### config.mk
export PLATFORM = sky130hd
export DESIGN_NAME = instr_fetch_unit
export DESIGN_NICKNAME = d
export VERILOG_FILES = /design/src/rtl/core_pkg.sv /design/src/rtl/fetch_fifo.sv /design/src/rtl/instr_fetch_unit.sv
export SDC_FILE = /design/constraint.sdc
export NUM_CORES = 1
export LEC_CHECK = 0
export ABC_CLOCK_PERIOD_IN_PS = 4900
export CORE_AREA = 2 2 146 148
export DETAILED_ROUTE_END_ITERATION = 16
export DIE_AREA = 0 0 148 150
export PLACE_DENSITY = 0.71
export SYNTH_ARGS = -nofsm -noshare
export SYNTH_HDL_FRONTEND = slang
export SYNTH_HIERARCHICAL = 1
export SYNTH_SLANG_ARGS = --single-unit
### constraint.sdc
create_clock -name clk -period 4.9 [get_ports clk]
set_clock_uncertainty 0.2 [all_clocks]
set_input_delay 0.735 -clock clk [delete_from_list [all_inputs] [get_ports clk]]
set_output_delay 0.735 -clock clk [all_outputs]
set_load 0.02 [all_outputs]
### src/rtl/core_pkg.sv
// Shared RV32I core types: datapath width, fetch FSM states and fetch buffer entry.
package core_pkg;

  localparam int XLEN = 32;

  typedef enum logic [1:0] {
    IDLE,
    WAIT,
    DROP
  } fetch_state_e;

  typedef struct packed {
    logic [XLEN-1:0] pc;
    logic [XLEN-1:0] instr;
    logic            fault;
  } fetch_entry_t;

endpackage

### src/rtl/fetch_fifo.sv
// Generic synchronous FIFO with flush; DEPTH must be a power of two so the
// pointers wrap naturally. Storage is cleared on reset so the head reads 0.
module fetch_fifo #(
  parameter int  DEPTH = 2,
  parameter type T     = logic
) (
  input  logic                     clk,
  input  logic                     reset_n,
  input  logic                     push,
  input  T                         push_data,
  input  logic                     pop,
  input  logic                     flush,
  output T                         head,
  output logic [$clog2(DEPTH):0]   count
);

  localparam int AW = $clog2(DEPTH);
  localparam int CW = AW + 1;

  T              mem [DEPTH];
  logic [AW-1:0] wr_ptr;
  logic [AW-1:0] rd_ptr;
  logic          do_push;
  logic          do_pop;

  assign do_pop  = pop && (count != '0);
  assign do_push = push && ((count < CW'(DEPTH)) || do_pop);
  assign head    = mem[rd_ptr];

  // Flush wins over any same-cycle push or pop.
  always_ff @(posedge clk or negedge reset_n) begin
    if (!reset_n) begin
      wr_ptr <= '0;
      rd_ptr <= '0;
      count  <= '0;
      for (int i = 0; i < DEPTH; i++) begin
        mem[i] <= '0;
      end
    end else if (flush) begin
      wr_ptr <= '0;
      rd_ptr <= '0;
      count  <= '0;
    end else begin
      if (do_push) begin
        mem[wr_ptr] <= push_data;
        wr_ptr      <= wr_ptr + AW'(1);
      end
      if (do_pop) begin
        rd_ptr <= rd_ptr + AW'(1);
      end
      case ({do_push, do_pop})
        2'b10:   count <= count + CW'(1);
        2'b01:   count <= count - CW'(1);
        default: count <= count;
      endcase
    end
  end

endmodule

### src/rtl/instr_fetch_unit.sv
// Instruction fetch: one outstanding imem request, PC halt control, redirect flush.
// Optional misaligned-fetch trap enabled with `define FETCH_MISALIGN_TRAP_EN.
module instr_fetch_unit
  import core_pkg::*;
#(
  parameter int FIFO_DEPTH = 2,
  parameter int XLEN       = 32
) (
  input  logic            clk,
  input  logic            reset_n,
  input  logic [XLEN-1:0] curr_pc,
  output logic            pc_halt,
  input  logic            redirect,
  output logic            imem_req_valid,
  input  logic            imem_req_ready,
  output logic [XLEN-1:0] imem_req_addr,
  input  logic            imem_rsp_valid,
  input  logic [XLEN-1:0] imem_rsp_data,
  output logic            fetch_valid,
  input  logic            fetch_ready,
  output logic [XLEN-1:0] fetch_instr,
  output logic [XLEN-1:0] fetch_pc,
  output logic            fetch_fault
);

  localparam int CW = $clog2(FIFO_DEPTH) + 1;

  fetch_state_e    state;
  fetch_state_e    next_state;
  logic [XLEN-1:0] out_pc;
  logic [CW-1:0]   count;
  fetch_entry_t    push_entry;
  fetch_entry_t    head;
  logic            has_space;
  logic            misalign;
  logic            req_fire;
  logic            rsp_push;
  logic            fault_push;
  logic            push;
  logic            pop;
  logic            unused_fault;

  assign has_space = count < CW'(FIFO_DEPTH);

`ifdef FETCH_MISALIGN_TRAP_EN
  assign misalign   = curr_pc[1:0] != 2'b00;
  assign fault_push = reset_n && (state == IDLE) && has_space && misalign && !redirect;
`else
  assign misalign   = 1'b0;
  assign fault_push = 1'b0;
`endif

  // Outputs are forced to their idle values while reset is held.
  assign imem_req_valid = reset_n && (state == IDLE) && !redirect && has_space && !misalign;
  assign imem_req_addr  = curr_pc;
  assign req_fire       = imem_req_valid && imem_req_ready;
  assign pc_halt        = !(reset_n && (req_fire || redirect));

  assign rsp_push = (state == WAIT) && imem_rsp_valid && !redirect;
  assign push     = rsp_push || fault_push;
  assign pop      = fetch_valid && fetch_ready;

  always_comb begin
    push_entry = '{pc: out_pc, instr: imem_rsp_data, fault: 1'b0};
`ifdef FETCH_MISALIGN_TRAP_EN
    if (fault_push) begin
      push_entry = '{pc: curr_pc, instr: '0, fault: 1'b1};
    end
`endif
  end

  always_ff @(posedge clk or negedge reset_n) begin
    if (!reset_n) begin
      state  <= IDLE;
      out_pc <= '0;
    end else begin
      state <= next_state;
      if (req_fire) begin
        out_pc <= curr_pc;
      end
    end
  end

  // A redirect while waiting either lands with its response (back to IDLE)
  // or leaves the stale response still in flight, which DROP swallows.
  always_comb begin
    next_state = state;
    case (state)
      IDLE: if (req_fire) next_state = WAIT;
      WAIT: begin
        if (redirect)            next_state = imem_rsp_valid ? IDLE : DROP;
        else if (imem_rsp_valid) next_state = IDLE;
      end
      DROP: if (imem_rsp_valid) next_state = IDLE;
      default: next_state = IDLE;
    endcase
  end

  fetch_fifo #(
    .DEPTH (FIFO_DEPTH),
    .T     (fetch_entry_t)
  ) u_fifo (
    .clk       (clk),
    .reset_n   (reset_n),
    .push      (push),
    .push_data (push_entry),
    .pop       (pop),
    .flush     (redirect),
    .head      (head),
    .count     (count)
  );

  assign fetch_valid = count != '0;
  assign fetch_instr = head.instr;
  assign fetch_pc    = head.pc;

`ifdef FETCH_MISALIGN_TRAP_EN
  assign fetch_fault  = fetch_valid && head.fault;
  assign unused_fault = 1'b0;
`else
  assign fetch_fault  = 1'b0;
  assign unused_fault = head.fault;
`endif

  rsp_only_when_outstanding: assert property (
    @(posedge clk) disable iff (!reset_n) imem_rsp_valid |-> (state != IDLE)
  );

endmodule
==> results of run 1 <==
## path summary, 6_finish.rpt
| check | depth (start not counted) | startpoint | endpoint | slack, ps |
|---|---|---|---|---|
| min reg2reg | 1 | u_fifo/mem[98]$_DFFE_PN0P_ | u_fifo/mem[98]$_DFFE_PN0P_ | 300 |
| max | 3 | u_fifo/rd_ptr$_DFFE_PN0P_ | fetch_instr[29] | 1240 |
| min | 1 | u_fifo/mem[98]$_DFFE_PN0P_ | u_fifo/mem[98]$_DFFE_PN0P_ | 300 |
| max reg2reg | 6 | u_fifo/count[1]$_DFFE_PN0P_ | u_fifo/mem[31]$_DFFE_PN0P_ | 1830 |
| max in group asynchronous | 3 | reset_n | u_fifo/mem[53]$_DFFE_PN0P_ | 2580 |
| min in group asynchronous | 2 | reset_n | u_fifo/mem[25]$_DFFE_PN0P_ | 570 |
## layer usage
layer	up-vias	wire length (microns)	part of all wire	global-route usage
li1	1954	-	-	-
met5	-	13	0.00085	0
met4	2	238	0.016	0.0500
met3	18	797	0.052	0.0430
met2	119	7330	0.48	0.227
met1	2153	6920	0.45	0.183
## flip-flops by register name, summed over array words and instances, names as in the netlist
register and flops:
out_pc 32, state 2, u_fifo/count 2, u_fifo/mem 128, u_fifo/rd_ptr 1, u_fifo/wr_ptr 1
## cell type report
| cell class | count | share of cell area |
|---|---|---|
| inverter | 3 | 0.00114 |
| tap | 275 | 0.0347 |
| sequential | 166 | 0.419 |
| clock inverter | 10 | 0.0121 |
| clock buffer | 21 | 0.0475 |
| multi-input combinational | 256 | 0.307 |
| timing repair buffer | 178 | 0.178 |
## power groups by stage
stage	Clock, W	Combinational [W]	Sequential [W]
detailed placement	0	0.00105	0.00174
global placement	0	0.00103	0.00172
floorplan	0	0.000620	0.00169
finish	0.00133	0.00104	0.00171
CTS	0.00138	0.00105	0.00171
global route	0.00144	0.00110	0.00174
## metrics by stage
step,std cells,util,setup WS (ps),power (W)
after floorplan,482,-,2330,0.00231
after global placement,877,0.450,1060,0.00275
after detailed placement,877,0.450,980,0.00278
after CTS,909,0.479,1130,0.00414
after global routing,909,0.479,1090,0.00428
final,909,0.479,1240,0.00408
## worst max-delay path, cell delays in order, from the launching register on
cell	delay, ps
dfrtp_2	960
buf_4	400
mux2_2	370
clkdlybuf4s50_1	560
## repair_timing
| action | 4_1_cts | 5_1_grt |
|---|---|---|
| hold buffers | 1 | 0 |
| hold endpoints to repair | 15 | 0 |
| gates resized for setup | 0 | 0 |
==> run_results.csv, run 1 <==
group,metric,value,unit
finish,multiInputGateArea,0.00305,sq mm
setup_path,cp-start-kind,"flip-flop",
finish,regArea,0.00416,sq mm
clocking,cts_tree,"yes",
synthesis,netlist_instances,482,
synthesis,synth_warnings,6,
pwr,p_int,0.00299,W
floorplan,dieArea,0.0222,sq mm
finish,final_layout_size_suffix_gt1_frac,0.432,
global_routing,grt_pass1_vias,4650,
finish,fin_area,0.00991,sq mm
timing,rsz0062_at_grt,"false",
setup_path,cp_data_required_time,3960,ps
timing,finalSetupViolCount,0,
timing,finalHoldViolCount,0,
timing,whs,301,ps
finish,fillCellCount,1779,
global_routing,grt_max_degree,79,
route,wl_per_cell,16.8,microns
floorplan,rows,53,
global_routing,track_usage,0.142,
timing,timing.final.crit_period,3660,ps
clocking,post-cts-setup-buffer-count,0,
pwr,switchingPower,0.00109,W
timing,fmax,273,MHz
pwr,leakage,4.65,nW
pwr,p_clk_frac,0.326,
clocking,root_buffer,"clkbuf_16",
pwr,peakVddDrop,226,uV
timing,slew_violations,0,
route,dr_total_vias,4246,
pwr,seqPwrFrac,0.420,
clocking,numClockSinks,166,
route,ant_nets,0,
synthesis,synth.net_count,552,
route,drt-total-wl,15300,microns
worst_hold_path,hold_path_class,"flip-flop to flip-flop",
clocking,clk_pin_slew,60,ps
route,dr.pass1.iters,4,
route,drtIter0Drc,107,
global_routing,grt_pass1_wl,24500,microns
route,drc,0,
floorplan,die_w,148,microns
floorplan,start_util,0.368,
timing,slew_headroom,0.273,
timing,worstMarginPinSlew,1090,ps
clocking,clk_path_buf_depth,2,
timing,period_share,0.747,
route,drt-vias-per-instance,4.67,
clocking,h-tree-depth,4,
synthesis,syn_area,0.00762,sq mm
place,globalplace.congestion,0.728,
finish,fin_nets,692,
finish,final_common_cell,"clkdlybuf4s50_1",
finish,diodes,0,
floorplan,ios,170,
pwr,combPwrFrac,0.255,
synthesis,synth.avg_cell_area,15.8,sq um
timing,setup_tns,0,ps
setup_path,cp-end-kind,"output port",
flow_run,drv_cap,0,
floorplan,coreArea,0.0207,sq mm
place,port_buffers,168,
pwr,p_per_area,411,mW/mm^2
run_status,status,"completed",
place,post_dp_cell_area,0.00931,sq mm
place,hpwlAfterDp,9880,microns
setup_path,critPathMaxFanout,34,
clocking,cts_buffers,17,
setup_path,crit_type,"flip-flop to output port",
global_routing,grt_overflow,0,
setup_path,arrival,2730,ps
clocking,insertion_delay,410,ps
finish,area_growth,30.0,%
pwr,switching_share,0.266,
global_routing,grt_antenna_before_repair,2,
floorplan,die_h,150,microns
finish,most-common-layout-cells,"clkdlybuf4s50_1, dfrtp_1, mux2_2, mux2_4, clkbuf_16",
No activity file was read; power rests on OpenSTA's default activity.
==> run 2: changes to the inputs <==
ABC_CLOCK_PERIOD_IN_PS = 3750   (was 4900)
clock period = 3.75 ns   (was 4.9 ns; I/O delays follow)
==> run_results.csv, run 2 (synthesized netlist as in run 1, its figures left out) <==
group,metric,value,unit
timing,setup_tns,0,ps
finish,multiInputGateArea,0.00305,sq mm
timing,period_share,0.840,
timing,finalSetupViolCount,0,
route,drt-total-wl,16000,microns
setup_path,cp_data_required_time,2990,ps
run_status,status,"completed",
route,wl_per_cell,17.6,microns
finish,reg_top3,"u_fifo/mem: 128 flops, out_pc: 32 flops",
route,highest_layer,"met5",
place,hpwlAfterDp,10300,microns
pwr,power,0.00528,W
clocking,clk_path_buf_depth,2,
route,ant_nets,0,
timing,finalHoldViolCount,0,
clocking,root_buffer,"clkbuf_16",
worst_hold_path,hp-start,"u_fifo/mem[10]$_DFFE_PN0P_",
global_routing,grt_pass1_vias,4772,
place,dp_cells,878,
global_routing,grt_overflow,0,
finish,most-common-layout-cells,"clkdlybuf4s50_1, dfrtp_1, mux2_2, mux2_4, clkbuf_16",
global_routing,grt_max_degree,158,
worst_hold_path,hold_path_class,"flip-flop to flip-flop",
worst_hold_path,whs_endpoint,"u_fifo/mem[10]$_DFFE_PN0P_",
pwr,leakage,4.64,nW
finish,regArea,0.00416,sq mm
floorplan,dieArea,0.0222,sq mm
setup_path,arrival,2390,ps
pwr,p_int,0.00379,W
pwr,peakVddDrop,294,uV
route,dr.pass1.iters,4,
floorplan,ios,170,
setup_path,ff2ff_path_depth,6,
setup_path,cp-end-kind,"output port",
flow_run,drv_cap,0,
worst_hold_path,whs_path_depth,1,
floorplan,rows,53,
global_routing,grt_antenna_before_repair,2,
floorplan,coreArea,0.0207,sq mm
pwr,p_clk_frac,0.318,
route,dr_total_vias,4303,
setup_path,reg2reg_from,"u_fifo/count[1]$_DFFE_PN0P_",
finish,area_growth,30.2,%
route,drtIter0Drc,140,
timing,rsz0062_at_grt,"false",
finish,fillCellCount,1787,
route,wl_met3,831,microns
place,port_buffers,168,
clocking,h-tree-depth,4,
pwr,switchingPower,0.00148,W
timing,whs,301,ps
clocking,cts_buffers,17,
clocking,numClockSinks,166,
clocking,insertion_delay,410,ps
timing,timing.final.ws_setup,600,ps
timing,fmax,317,MHz
clocking,cts_tree,"yes",
route,drc,0,
route,wl_met2,7840,microns
finish,largest_reg_flops,128,
timing,slew_violations,0,
clocking,clk_pin_slew,70,ps
finish,final_common_cell,"clkdlybuf4s50_1",
setup_path,r2r-end,"u_fifo/mem[6]$_DFFE_PN0P_",
route,met1_length,7200,microns
route,drt-vias-per-instance,4.72,
finish,final_layout_size_suffix_gt1_frac,0.436,
setup_path,crit_type,"flip-flop to output port",
timing,slew_headroom,0.394,
pwr,p_per_area,532,mW/mm^2
pwr,combPwrFrac,0.258,
floorplan,die_w,148,microns
finish,fin_cells,912,
finish,fin_nets,693,
setup_path,r2r_slack,1150,ps
global_routing,track_usage,0.148,
pwr,switching_share,0.281,
timing,worstMarginPinSlew,909,ps
place,place_ws,464,ps
setup_path,critPathMaxFanout,32,
place,globalplace.congestion,0.744,
pwr,seqPwrFrac,0.424,
setup_path,cp-start-kind,"flip-flop",
floorplan,die_h,150,microns
timing,timing.final.crit_period,3150,ps
floorplan,start_util,0.368,
global_routing,grt_pass1_wl,25500,microns
finish,top_register,"u_fifo/mem",
run 2: worst max-delay path by stage:
stage	start	end	slack, ps	cells after the start
floorplan	redirect	u_fifo/mem[13]$_DFFE_PN0P_	1350	7
CTS	u_fifo/rd_ptr$_DFFE_PN0P_	fetch_instr[8]	550	3
global route	u_fifo/rd_ptr$_DFFE_PN0P_	fetch_instr[8]	510	3
global placement	redirect	u_fifo/mem[126]$_DFFE_PN0P_	470	7
detailed placement	redirect	u_fifo/mem[126]$_DFFE_PN0P_	460	7
finish	u_fifo/rd_ptr$_DFFE_PN0P_	fetch_pc[26]	600	3
run 2: cell type report:
| class | instances | area share |
|---|---|---|
| flip-flops and latches | 166 | 0.419 |
| multi-input cells | 256 | 0.307 |
| repair buffers | 179 | 0.182 |
| clock buffers | 17 | 0.0429 |
| well taps | 275 | 0.0347 |
| clock inverters | 15 | 0.0132 |
| inverters | 3 | 0.00113 |
| diodes | 1 | 0.000252 |
run 2: repair_timing:
item	CTS	global route
hold endpoints to repair	9	0
gates resized for setup	0	0
hold buffers	1	0
buffers inserted	0	0
run 2: power groups by stage:
stage	registers [W]	clock network [W]	logic (W)
floorplan	0.00221	0	0.000810
global placement	0.00224	0	0.00135
detailed placement	0.00227	0	0.00137
CTS	0.00224	0.00173	0.00138
global route	0.00227	0.00180	0.00145
finish	0.00224	0.00168	0.00136
run 2: per-stage QoR:
stage	utilization	cell area [sq um]
2_1_floorplan	-	7620
6_report	0.480	9920
3_5_place_dp	0.452	9350
5_1_grt	0.479	9920
4_1_cts	0.479	9920
3_3_place_gp	0.452	9350
run 2: critical path: stages, from the launching register on:
cell             delay (ps)
dfrtp_2                 720
buf_12                  290
mux2_2                  370
clkdlybuf4s50_1         550
run 2: per-layer routing:
layer,global-route usage,up-vias
met5,0,-
met4,0.0357,2
met3,0.0488,14
met2,0.247,121
met1,0.186,2211
li1,-,1955
==> variant 1: new RTL, config.mk and constraints of run 2 <==
Encoding of `fetch_state_e`: now one-hot (3 bits for 3 states).
--- a/src/rtl/core_pkg.sv
+++ b/src/rtl/core_pkg.sv
@@ -3,10 +3,10 @@
 
   localparam int XLEN = 32;
 
-  typedef enum logic [1:0] {
-    IDLE,
-    WAIT,
-    DROP
+  typedef enum logic [2:0] {
+    IDLE = 3'b001,
+    WAIT = 3'b010,
+    DROP = 3'b100
   } fetch_state_e;
 
   typedef struct packed {
Formal check against the unedited RTL: same outputs for any inputs over 4 cycles, from zero or initial values and one cycle with reset_n low; so few cycles prove little.
==> variant 1 against run 2 <==
- routed wire length decreased by 1.4%
- count of clock-buffer cells in the layout increased by 5
- design area increased by 1.1%
- via count increased by 1.1%
- sequential cell count increased by 1
- worst setup slack got worse by 0.14 ns
- sequential share of layout area decreased by 0.21 points
- area after synthesis increased by 0.89%
- critical endpoint is now pc_halt
Power is not compared: it rests on default switching activity, and its combinational part moved more than twofold at a synthesized area within 25%.
==> variant 1: results (changes against run 2) <==
[yosys]
synth.net_count = 556  ; +0.72%
yosysWarnings = 6  ; unchanged

[clock_network]
root_buffer = clkbuf_16
clkLatencyLatePin_ns = 0.41  ; about the same
htreeDepth = 4  ; unchanged
numCtsBuffers = 17  ; unchanged
cts_setup_buffers = 0  ; unchanged
cts_buffer_depth = 2  ; unchanged
path_clk_slew_ns = 0.06

[global_routing]
antenna_found_initial = 0  ; -2
track_usage_pct = 14.7  ; -0.086 points
grt_first_pass_wirelength_um = 25700  ; +0.73%
grt_pass1_vias = 4741  ; -0.65%
grt_max_degree = 76  ; -52%

[drt]
first_pass_iters = 5  ; +1
vias = 4350  ; +1.1%
drt_iter0_drc = 140  ; unchanged
drt-total-wl_um = 15800  ; -1.4%

[critical_path]
critPathMaxFanout = 25  ; -22%
crit_family = buffers and inverters
crit_slowest_cell = clkdlybuf4s50_1
cp_data_arrival_time_ns = 2.52  ; +0.13 ns
critPathMaxStageDelay_ns = 0.69  ; -0.03 ns

[sta]
relSlewSlack_pct = 35.4  ; -4.0 points
slew_viol_final = 0  ; unchanged

[final_layout]
antenna_cells = 0  ; -1
layout-drive-gt1-share_pct = 42.7  ; -0.90 points
reg_top3 = u_fifo/mem (128), out_pc (32), state (3)
n_fill_cell = 1792  ; +0.28%
fin_nets = 697  ; +0.58%

[power_and_ir_drop]
peakVddDrop_mv = 0.278
power.internal_mw = 3.44
power.leakage_nw = 4.76

[placed_design]
port_buffers = 168  ; unchanged
globalplace.congestion = 0.711  ; -4.5%
post-dp-hpwl_um = 10300  ; about the same

[worst_hold_path]
hp-class = flop to flop

[flow_run]
drv_cap = 0  ; unchanged

[run_status]
status = complete, no violations

-- variant 1: per-layer routing --
layer / global-route usage (%) / vias up / wire (um)
met3: 3.87 / 18 / 737
met1: 18.9 / 2249 / 6940
met2: 24.2 / 109 / 7890
met5: 0 / - / 0
li1: - / 1974 / -
met4: 4.90 / 0 / 231
-- variant 1: layout make-up --
cell class / instances / area, um^2 / share of cell area, %
multi-input combinational: 259 / 3060 / 30.4
clock buffer: 22 / 454 / 4.53
tap: 275 / 344 / 3.43
clock inverter: 10 / 193 / 1.92
inverter: 2 / 7.51 / 0.0748
timing repair buffer: 180 / 1800 / 17.9
sequential: 167 / 4180 / 41.7
-- variant 1: stage by stage --
stage | cells | utilization (%) | power [mW] | worst slack, ns | instance area [um^2]
after floorplan | 486 | - | 2.31 | 1.14 | 7690
final | 915 | 48.5 | 4.44 | 0.463 | 10000
after detailed placement | 882 | 45.3 | 2.56 | 0.539 | 9380
after global placement | 882 | 45.3 | 2.53 | 0.552 | 9380
after global routing | 915 | 48.5 | 4.64 | 0.378 | 10000
after CTS | 915 | 48.5 | 4.51 | 0.448 | 10000
-- variant 1: power by group through the flow --
stage	sequential (mW)	clock [mW]	combinational (mW)
floorplan	2.01	0	0.302
global placement	2.02	0	0.514
detailed placement	2.03	0	0.522
CTS	2.00	1.98	0.528
global route	2.02	2.06	0.557
finish	2.00	1.92	0.519
-- variant 1: worst paths after layout --
| kind | from | end | slack, ns | depth (start not counted) |
|---|---|---|---|---|
| worst max-delay path | reset_n | pc_halt | 0.46 | 5 |
| worst min-delay path | u_fifo/mem[5]$_DFFE_PN0P_ | u_fifo/mem[5]$_DFFE_PN0P_ | 0.30 | 1 |
| worst max register to register | state[2]$_DFFE_PN0P_ | u_fifo/mem[23]$_DFFE_PN0P_ | 1.02 | 7 |
| worst min register to register | u_fifo/mem[5]$_DFFE_PN0P_ | u_fifo/mem[5]$_DFFE_PN0P_ | 0.30 | 1 |
| max in group asynchronous | reset_n | u_fifo/mem[22]$_DFFE_PN0P_ | 1.75 | 3 |
| min in group asynchronous | reset_n | out_pc[21]$_DFFE_PN0P_ | 0.36 | 2 |
-- variant 1: timing repair --
item | CTS | global route
hold endpoints to repair | 20 | 0
gates resized for setup | 0 | 0
hold buffers | 1 | 0
==> variant 2: new RTL, flow settings as in run 2 <==
Without the edit above. Build with the macro `FETCH_MISALIGN_TRAP_EN` defined.
--- a/src/rtl/instr_fetch_unit.sv
+++ b/src/rtl/instr_fetch_unit.sv
@@ -1,5 +1,7 @@
 // Instruction fetch: one outstanding imem request, PC halt control, redirect flush.
 // Optional misaligned-fetch trap enabled with `define FETCH_MISALIGN_TRAP_EN.
+`define FETCH_MISALIGN_TRAP_EN
+
 module instr_fetch_unit
   import core_pkg::*;
 #(
Behaviour: not the same (Yosys sat finds a counterexample within 4 cycles, from zero or initial values and one cycle with reset_n low).
==> variant 2 against run 2 <==
- critical path depth grew 2
- worst setup slack worse by 0.43 ns
- via count is 16% higher
- sequential cell count rose by 2
- area after synthesis up 9.7%
- design area up 7.4%
- total power is 21% higher
- routed wire length rose by 12%
==> variant 2: results (changes against run 2) <==
[run_status]
status = complete, no violations

[drt]
met3_length_um = 1150  ; +38%
drt_iter0_drc = 114  ; -19%
wl_met1_um = 7950  ; +10%
vias = 4976  ; +16%
first_pass_iters = 4  ; unchanged
met2WireLength_um = 8690  ; +11%
drt-total-wl_um = 18000  ; +12%

[yosys]
ys.flop_type = dfrtp_1
synth_fa_ha_area_share_pct = 0
synthMuxAreaShare_pct = 37.8
synth-seq-area-share_pct = 50.3
synth_area_leaders = dfrtp_1 50%, mux2_2 24%, mux2_4 14%, buf_4 3.0%, and2_1 2.7%
yosysWarnings = 6  ; unchanged
synth.net_count = 634  ; +15%
synth_commonest_cells = 177 x mux2_2, 168 x dfrtp_1, 78 x mux2_4
postSynthCellCount = 564  ; +17%
ys_async_sr_fraction_pct = 100
synth_cell_types = 31

[final_layout]
antenna_cells = 0  ; -1
n_fill_cell = 1761  ; -1.5%
layout.cells.non_filler = 991  ; +8.7%
reg_top3 = u_fifo/mem (130), out_pc (32)
fin_nets = 774  ; +12%
layout-drive-gt1-share_pct = 42.7  ; -0.82 points

[global_routing]
grt_first_pass_wirelength_um = 29400  ; +16%
grt_util_met2_pct = 28.6  ; +3.8 points
grtUsageMet1_pct = 21.1  ; +2.5 points
grt_pass1_vias = 5570  ; +17%
grt_max_degree = 84  ; -47%
antenna_found_initial = 3  ; +1
grt_use_met3_pct = 5.03  ; +0.15 points
track_usage_pct = 16.9  ; +2.2 points

[clock_network]
htreeDepth = 4  ; unchanged
numCtsBuffers = 17  ; unchanged
cts_buffer_depth = 2  ; unchanged
cts_hold_buffers = 1  ; unchanged
root_buffer = clkbuf_16
cts_setup_buffers = 0  ; unchanged

[sta]
setup_viol = 0  ; unchanged
relSlewSlack_pct = 28.1  ; -11 points

[power_and_ir_drop]
power.leakage_nw = 4.85  ; +4.6%
peakVddDrop_mv = 0.290  ; -1.4%

[placed_design]
post-dp-hpwl_um = 11800  ; +14%
port_buffers = 169  ; +0.60%
place_area_um2 = 10100  ; +7.8%
globalplace.congestion = 0.757  ; +1.7%
place_inst = 959  ; +9.2%

[critical_path]
r2r-end = u_fifo/mem[19]$_DFFE_PN0P_
end_kind = primary output
crit_slowest_cell = clkdlybuf4s50_1
critPathMaxStageDelay_ns = 0.65  ; -0.07 ns
crit_family = buffers and inverters
critPathMaxFanout = 16  ; -50%
start_kind = primary input
cp-endpoint = imem_req_valid
reg2reg_depth = 7  ; +1
startpoint = reset_n
reg2reg_slack_ns = 0.94  ; -0.21 ns

## variant 2: cell types whose count changed in the layout (fill, tap and decap cells not counted), moves of 2 or more
cell	delta
and2_1	+35
mux2_2	+30
clkbuf_1	+5
buf_4	+4
clkinvlp_4	-4
inv_1	+3
inv_6	-3
a22o_1	+2
and3_1	-2
bufinv_16	+2
dfrtp_1	+2
nand4_1	+2
o41ai_1	+2
## variant 2: worst min path at each step
stage | end | slack (ns) | cells after the start | startpoint
floorplan | out_pc[0]$_DFFE_PN0P_ | 0.07 | 0 | reset_n
global placement | out_pc[0]$_DFFE_PN0P_ | 0.20 | 1 | reset_n
detailed placement | out_pc[0]$_DFFE_PN0P_ | 0.20 | 1 | reset_n
CTS | out_pc[0]$_DFFE_PN0P_ | 0.29 | 1 | out_pc[0]$_DFFE_PN0P_
global route | out_pc[0]$_DFFE_PN0P_ | 0.31 | 1 | out_pc[0]$_DFFE_PN0P_
finish | out_pc[0]$_DFFE_PN0P_ | 0.29 | 1 | out_pc[0]$_DFFE_PN0P_
## variant 2: power by group
part,internal [mW],total (mW),switching [mW],leakage [nW]
clock,1.04,1.73,0.689,0.278
combinational,1.26,2.13,0.862,2.42
sequential,2.29,2.54,0.245,2.16
total,4.60,6.40,1.80,4.85
## variant 2: final cells by class
class                   count  area (um^2)  area share [%]
flip-flops and latches    168         4210            39.5
inverters                   6         22.5           0.211
well taps                 275          344            3.23
clock inverters             9          126            1.19
clock buffers              22          444            4.17
multi-input cells         328         3690            34.6
repair buffers            183         1830            17.1
## variant 2: metrics by stage
step / setup slack (ns) / util (%)
final: 0.169 / 51.5
after global routing: 0.144 / 51.5
after CTS: 0.211 / 51.5
after detailed placement: 0.347 / 48.7
after global placement: 0.427 / 48.7
after floorplan: 0.849 / -
